`config.mk`:
```
export PLATFORM = sky130hd
export DESIGN_NAME = apb4_completer_regfile
export DESIGN_NICKNAME = d
export VERILOG_FILES = /design/src/rtl/apb4_completer_regfile.sv
export SDC_FILE = /design/constraint.sdc
export NUM_CORES = 1
export LEC_CHECK = 0
export ABC_AREA = 0
export BUFFER_PORTS_ARGS = -buffer_cell sky130_fd_sc_hd__buf_2
export CAP_MARGIN = 15
export CORE_AREA = 2 2 241 243
export DETAILED_ROUTE_END_ITERATION = 10
export DIE_AREA = 0 0 243 245
export PLACE_DENSITY = 0.72
export SLEW_MARGIN = 20
export SYNTH_ARGS = -nofsm -noshare
export SYNTH_HDL_FRONTEND = slang
export SYNTH_SLANG_ARGS = --single-unit
```
`constraint.sdc`:
```
create_clock -name clk -period 2.51 [get_ports clk]
set_input_delay 0.1255 -clock clk [delete_from_list [all_inputs] [get_ports clk]]
set_output_delay 0.1255 -clock clk [all_outputs]
set_load 0.01 [all_outputs]
```
`src/rtl/apb4_completer_regfile.sv`:
```
// APB4 completer backing NUM_REGS registers, with strobes, protection check, read-only mask and wait states.
// pready/prdata/pslverr are registered and raised WAIT_STATES+1 cycles after the first ACCESS cycle.
module apb4_completer_regfile #(
  parameter int ADDR_WIDTH = 12,
  parameter int DATA_WIDTH = 32,
  parameter int NUM_REGS = 16,
  parameter int WAIT_STATES = 0,
  parameter logic [NUM_REGS-1:0] RO_MASK = '0,
  parameter bit PRIV_WR_ONLY = 1'b0,
  parameter logic [NUM_REGS*DATA_WIDTH-1:0] RESET_VAL = '0
) (
  input  logic                           clk,
  input  logic                           reset,
  input  logic                           psel,
  input  logic                           penable,
  input  logic                           pwrite,
  input  logic [ADDR_WIDTH-1:0]          paddr,
  input  logic [DATA_WIDTH-1:0]          pwdata,
  input  logic [DATA_WIDTH/8-1:0]        pstrb,
  input  logic [2:0]                     pprot,
  output logic                           pready,
  output logic [DATA_WIDTH-1:0]          prdata,
  output logic                           pslverr,
  output logic [NUM_REGS*DATA_WIDTH-1:0] reg_q,
  output logic [NUM_REGS-1:0]            reg_wr_pulse
);
  localparam int NB = DATA_WIDTH / 8;
  localparam int OFFW = $clog2(NB);
  localparam int IW = (NUM_REGS > 1) ? $clog2(NUM_REGS) : 1;
  localparam logic [3:0] LAST_WAIT = 4'(WAIT_STATES - 1);

  typedef enum logic [1:0] {IDLE, SETUP, WAIT, DONE} state_t;

  state_t                               state_q;
  logic [3:0]                           cnt_q;
  logic [ADDR_WIDTH-1:0]                addr_q;
  logic                                 wr_q;
  logic [DATA_WIDTH-1:0]                wdata_q;
  logic [NB-1:0]                        strb_q;
  logic                                 priv_q;
  logic [NUM_REGS-1:0][DATA_WIDTH-1:0]  regs_q;

  logic [ADDR_WIDTH:0]   word_d;
  logic [IW-1:0]         idx_d;
  logic                  misalign_d;
  logic                  range_err_d;
  logic                  err_d;
  logic                  done_d;
  logic [DATA_WIDTH-1:0] rdata_d;
  logic                  unused_prot;

  assign reg_q = regs_q;
  assign unused_prot = ^pprot[2:1];

  // Decode works on the captured SETUP fields, so the bus may change freely afterwards.
  always_comb begin
    word_d      = {1'b0, addr_q} >> OFFW;
    idx_d       = word_d[IW-1:0];
    misalign_d  = (addr_q & ADDR_WIDTH'(NB - 1)) != '0;
    range_err_d = word_d >= (ADDR_WIDTH + 1)'(NUM_REGS);
    err_d       = misalign_d || range_err_d
                  || (wr_q && !range_err_d && RO_MASK[idx_d])
                  || (wr_q && PRIV_WR_ONLY && !priv_q);
    rdata_d     = (wr_q || err_d) ? '0 : regs_q[idx_d];
    done_d      = (state_q == SETUP && WAIT_STATES == 0)
                  || (state_q == WAIT && psel && penable && cnt_q == LAST_WAIT);
  end

  always_ff @(posedge clk) begin
    if (reset) begin
      state_q      <= IDLE;
      cnt_q        <= '0;
      addr_q       <= '0;
      wr_q         <= 1'b0;
      wdata_q      <= '0;
      strb_q       <= '0;
      priv_q       <= 1'b0;
      regs_q       <= RESET_VAL;
      pready       <= 1'b0;
      pslverr      <= 1'b0;
      prdata       <= '0;
      reg_wr_pulse <= '0;
    end else begin
      pready       <= 1'b0;
      pslverr      <= 1'b0;
      prdata       <= '0;
      reg_wr_pulse <= '0;
      case (state_q)
        IDLE: begin
          if (psel && !penable) begin
            addr_q  <= paddr;
            wr_q    <= pwrite;
            wdata_q <= pwdata;
            strb_q  <= pstrb;
            priv_q  <= pprot[0];
            state_q <= SETUP;
          end
        end
        SETUP: begin
          if (!done_d) begin
            state_q <= WAIT;
            cnt_q   <= '0;
          end
        end
        WAIT: begin
          if (!psel || !penable) state_q <= IDLE;
          else if (!done_d) cnt_q <= cnt_q + 4'd1;
        end
        DONE: begin
          state_q <= IDLE;
          // Commit only if the requester held the transfer through the completion edge.
          if (psel && penable && wr_q && !err_d) begin
            for (int b = 0; b < NB; b++) begin
              if (strb_q[b]) regs_q[idx_d][8*b +: 8] <= wdata_q[8*b +: 8];
            end
            reg_wr_pulse[idx_d] <= 1'b1;
          end
        end
        default: state_q <= IDLE;
      endcase
      if (done_d) begin
        state_q <= DONE;
        pready  <= 1'b1;
        pslverr <= err_d;
        prdata  <= rdata_d;
      end
    end
  end
endmodule

```
Word-level counts from Yosys, hierarchy flattened
Memories as Yosys holds them, arrays and structs flattened. A register that Yosys moved wholly into a read port is not among the register bits. Cells that the tools add are included.

Bits in registers: 617. Memory bits (read-only): 16. Bits of input ports: 56. Output and inout bits: 562. Word-level logic and storage cells: 113. Memories: 1.

Memories: (name not given) (depth 16, bits a word 1, rd ports 1, clocked after memory_dff 1, wr ports 0, line 62) `|| (wr_q && !range_err_d && RO_MASK[idx_d])`.

Add/subtract/negate cells: 1. $lt $le $gt $ge: 3. Equality and inequality tests: 9. Mux-type cells: 41. Bitwise operators: 3. Reduce and logical (&&, ||, !) cells: 29.

Operators by type and width (number): two-way mux 512 bit (13); bitwise mux 512 bit (4); demux 32 bit (select 4 bit) (4); binary-select mux 32 bit (select 4 bit) (1); two-way mux 32 bit (2); two-way mux 24 bit (1); two-way mux 4 bit (5); two-way mux 16 bit (1); nonzero test 12 bit (1); >= comparator 10 x 5 -> 1 bit, second input constant (1); logical AND 1 bit (10); two-way mux 8 bit (1); case mux 2 bit (4 select lines) (1); case mux 4 bit (2 select lines) (1); two-way mux 2 bit (3); != test 2 bit, second input constant (3); AND reduction 2 bit (3); OR reduction 3 bit (2); logical OR 1 bit (5); less-than comparator 4 x 5 -> 1 bit, second input constant (1); adder 4 x 1 -> 4 bit, second input constant (1); demux 1 bit (select 4 bit) (1); equality test 2 bit, second input constant (2); equality test 4 bit, second input constant (1); other kinds (11) (18).

Logic depth before layout (Yosys ltp)
Depth after elaboration: 22. Gate-level depth with buffers: 7. Mapped depth without buffers: 5.

Worst setup path before layout
OpenSTA, ideal clock, no wires.

Kind: reg2reg. Start: register addr_q[4]. End: register prdata[11]. Setup time: 0.122 ns. Arrival: 1.943 ns. Data required time: 2.388 ns. Slack: 0.445 ns. Cell stages (with the launch flop): 7. Buffers on the path: 3. Period minus slack after synthesis: 2.065 ns. Cell sequence: dfxtp_1 buf_2 buf_1 buf_2 mux4_2 a22oi_1 a21oi_2.

Word-level cells in the longest chain between the ends: 7. Elaborated cells on any way between the ends: 10. Those cells by class: 1 x order compare; 2 x mux; 7 x reduce/logical.

RTL lines: from (decl) (line 36) `logic [ADDR_WIDTH-1:0] addr_q;`; from (signal assigned) (line 91) `addr_q <= paddr;`; >= comparator 10 x 5 -> 1 bit (line 60) `range_err_d = word_d >= (ADDR_WIDTH + 1)'(NUM_REGS);`; zero test 1 bit (line 62); logical AND 1 bit (2 in a row) (line 62); logical OR 1 bit (line 62); logical OR 1 bit (line 64) `rdata_d = (wr_q || err_d) ? '0 : regs_q[idx_d];`; OR reduction 3 bit (no line); to (signal assigned) (line 125) `prdata <= rdata_d;`; to (decl) (line 22) `output logic [DATA_WIDTH-1:0] prdata,`.

Parallel ways exist; a longest one is shown, timed or not. The select of a mux whose other input is x is not followed. A chain may end at the register's enable or synchronous reset.

Worst setup path after layout
Start: register addr_q[0]. End: register regs_q (netlist bit reg_q[322]).

Word-level cells in the longest chain between the ends: 6.

RTL lines: nonzero test 12 bit (line 59) `misalign_d = (addr_q & ADDR_WIDTH'(NB - 1)) != '0;`; logical OR 1 bit (line 61) `err_d = misalign_d || range_err_d`; logical OR 1 bit (line 62); zero test 1 bit (line 112) `if (psel && penable && wr_q && !err_d) begin`; logical AND 1 bit (line 112); AND reduction 2 bit (no line); to (signal, indexed assignment) (line 114) `if (strb_q[b]) regs_q[idx_d][8*b +: 8] <= wdata_q[8*b +: 8];`; to (decl) (line 41) `logic [NUM_REGS-1:0][DATA_WIDTH-1:0] regs_q;`.

No other way between the ends.

==> flow_summary.json <==
{
  "max_freq_ghz": 0.420,
  "yosysUniqueCellTypes": 45,
  "track_usage": 0.308,
  "worstSetupEndpointType": "register",
  "pwr_density_cell_nw_per_um2": 623,
  "cap_violations": 0,
  "dp_slack_ps": 171,
  "synthTopCellsByArea": "dfxtp_1, mux2i_1, nand2b_1",
  "grt_pass1_vias": 21629,
  "root_buffer": "clkbuf_16",
  "wirelength_um": 94900,
  "r2r-end": "reg_q[322]$_SDFFE_PP0P_",
  "outcome": "completed",
  "clock_skew_ps": 22.0,
  "numCtsBuffers": 68,
  "synth_top_area_cell": "dfxtp_1",
  "io_buffers": 614,
  "ctsHoldBuffers": 51,
  "p_total_w": 0.0211,
  "antenna_found_initial": 9,
  "crit_fanout": 8,
  "cts_tree": "done",
  "seq_area_frac_synth": 0.449,
  "internal_power_w": 0.0164,
  "tns_ps": 0,
  "fin_crit_ps": 2380,
  "die_width_um": 243,
  "clk_latency_ps": 600,
  "drv_slew": 0,
  "clkPwrFrac": 0.486,
  "htreeDepth": 3,
  "synth_top_area_frac": 0.449,
  "netlist_instances": 2412,
  "setup.worst_path.class": "register to register",
  "first_iter_violations": 1357,
  "drtPass1Iterations": 5,
  "worstHoldPathType": "primary input to register",
  "seqPwrFrac": 0.467,
  "ff2ff_setup_slack_ps": 130,
  "cts_max_path_buffers": 3,
  "postCtsSetupBuffers": 0,
  "grt-ovfl-total": 0,
  "initial_core_util": 0.482,
  "fp.dieH_um": 245,
  "cts_sinks": 617,
  "grt_pass1_wl_um": 139000,
  "die_area_um2": 59500,
  "relSlewSlack": 0.339,
  "drcViolationCount": 0,
  "cts.clk_slew.worst_paths_ps": 60,
  "viasPerCell": 5.63,
  "required_ps": 2950,
  "ys_ff_latch": 617,
  "vias": 21421,
  "syn_avg_cell_area_um2": 11.4,
  "antenna_left": 0,
  "p_sw_w": 0.00474,
  "fin_nets": 3039,
  "worstPathArrival_ps": 2820,
  "period_share": 0.947,
  "min_from": "penable",
  "netlist_area_um2": 27500,
  "pin_count": 618,
  "place_congestion": 0.868,
  "comb_power_share": 0.047,
  "critPathLaunchType": "register",
  "syn_nets": 2469,
  "num_rows": 88,
  "placeableCoreArea_um2": 57000,
  "drive_gt1_frac": 0.330,
  "peakVddDrop_mv": 0.571,
  "final.setup.worst_slack_ps": 132,
  "syn_to_final_growth_pct": 23.5,
  "place_hpwl_um": 63900,
  "rr_worst_depth": 5,
  "hold_depth": 5,
  "sw_frac_of_total": 0.224,
  "r2r_start": "addr_q[0]$_SDFFE_PP0P_",
  "rsz0062_at_grt": "false",
  "report.final.setup_viol": 0,
  "fin_hold_ws_ps": 68.9,
  "finalHoldViolations": 0,
  "grt_max_degree": 247,
  "hold_end": "state_q[0]$_SDFFE_PP0P_",
  "synth_warnings": 0,
  "wl_per_cell_um": 24.9,
  "leakage_nw": 16.5,
  "worst_pin_slew_ps": 992,
  "ctsResizeCount": 0
}
==> cell families (layout without fill, tap and decap cells) <==
| group | Yosys count | in the layout | synth area share |
|---|---|---|---|
| compound gates | 150 | 150 | 0.0361 |
| xor+xnor | 3 | 3 | 0.000956 |
| fa+ha+maj | 1 | 1 | 0.000455 |
| buf+inv | 223 | 842 | 0.0368 |
| flops | 617 | 617 | 0.449 |
| mux | 640 | 640 | 0.291 |
| other cells | 0 | 8 | 0 |
| simple gates | 778 | 778 | 0.185 |
==> sequential cells by signal (all words and copies together), names as in the netlist <==
register      count
strb_q            4
wdata_q          32
cnt_q             4
state_q           2
addr_q           12
reg_wr_pulse     16
pready            1
prdata           32
wr_q              1
pslverr           1
reg_q           512
==> metrics by stage <==
step / utilization / instances / area [µm²]
6_report: 0.595 / 3804 / 33900
5_1_grt: 0.595 / 3801 / 33900
4_1_cts: 0.595 / 3796 / 33900
3_5_place_dp: 0.546 / 3626 / 31100
3_3_place_gp: 0.546 / 3626 / 31100
2_1_floorplan: - / 2412 / 27500
==> worst max-delay path by stage <==
| stage | startpoint | to | slack [ps] | cells after the start |
|---|---|---|---|---|
| global route | addr_q[0]$_SDFFE_PP0P_ | reg_q[459]$_SDFFE_PP0P_ | 50 | 5 |
| finish | addr_q[0]$_SDFFE_PP0P_ | reg_q[322]$_SDFFE_PP0P_ | 130 | 5 |
| global placement | addr_q[0]$_SDFFE_PP0P_ | reg_q[320]$_SDFFE_PP0P_ | 230 | 5 |
| detailed placement | addr_q[0]$_SDFFE_PP0P_ | reg_q[323]$_SDFFE_PP0P_ | 170 | 5 |
| CTS | addr_q[0]$_SDFFE_PP0P_ | reg_q[331]$_SDFFE_PP0P_ | 150 | 5 |
| floorplan | addr_q[4]$_SDFFE_PP0P_ | prdata[11]$_SDFF_PP0_ | 440 | 6 |
==> power by group through the flow <==
stage / registers (W) / clock network (W) / logic (W)
2_1_floorplan: 0.0101 / 0 / 0.000656
3_3_place_gp: 0.0101 / 0 / 0.000909
3_5_place_dp: 0.0101 / 0 / 0.000921
4_1_cts: 0.00986 / 0.0104 / 0.000997
5_1_grt: 0.00986 / 0.0108 / 0.00106
6_report: 0.00986 / 0.0103 / 0.00100
==> placed cells by master (no fill, tap or decap), types with 5 or more instances in the layout <==
master / instances
and2_1: 8
nor2_1: 20
clkbuf_16: 70
nand2_1: 105
mux2i_1: 512
diode_2: 8
a22oi_1: 64
mux4_2: 128
clkbuf_1: 14
a21oi_2: 20
nand3_4: 37
nand3_2: 11
dfxtp_1: 615
buf_4: 46
clkbuf_8: 10
clkinv_2: 11
a21oi_1: 63
bufinv_16: 7
buf_2: 613
nand3_1: 5
buf_12: 10
nand2b_1: 547
dlygate4sd3_1: 51
nand2_2: 12
==> synth_stat cells (all sizes together) <==
cell type and instances:
dfxtp 617, nand2b 547, mux2i 512, clkbuf 177, mux4 128, nand2 117
a21oi 83, a22oi 64, nand3 53, buf 44, nor2 24, and2 9
nor3 6, and4 4, nor3b 3, or4 3, xor2 3, and3 2
inv 2, nor2b 2, nor4 2, a31oi 1, and4b 1, ha 1
nand3b 1, nand4b 1, nor4bb 1, o21ai 1, o41a 1, or3 1
or3b 1
==> layout make-up <==
class / count / area, µm²
Sequential cell: 617 / 12400
Timing Repair Buffer: 721 / 4140
Antenna cell: 8 / 20.0
Inverter: 2 / 7.51
Fill cell: 4825 / 23100
Tap cell: 765 / 957
Clock buffer: 94 / 1940
Multi-Input combinational cell: 1572 / 14200
Clock inverter: 25 / 344
==> worst max-delay path, stage by stage, from the launching register on <==
cell and delay, ps:
dfxtp_1 320, or4_1 720, nor3b_2 320, buf_4 270, nand3_2 370, mux2i_1 210
==> layer usage <==
layer  share of wire  global-route usage  vias to the layer above
met5         0.00025                   0                        -
met4           0.048               0.152                        4
met3           0.068              0.0643                      255
met2            0.47               0.499                      905
met1            0.41               0.392                    10733
li1                -                   -                     9524
(Power assumes the default switching activity.)
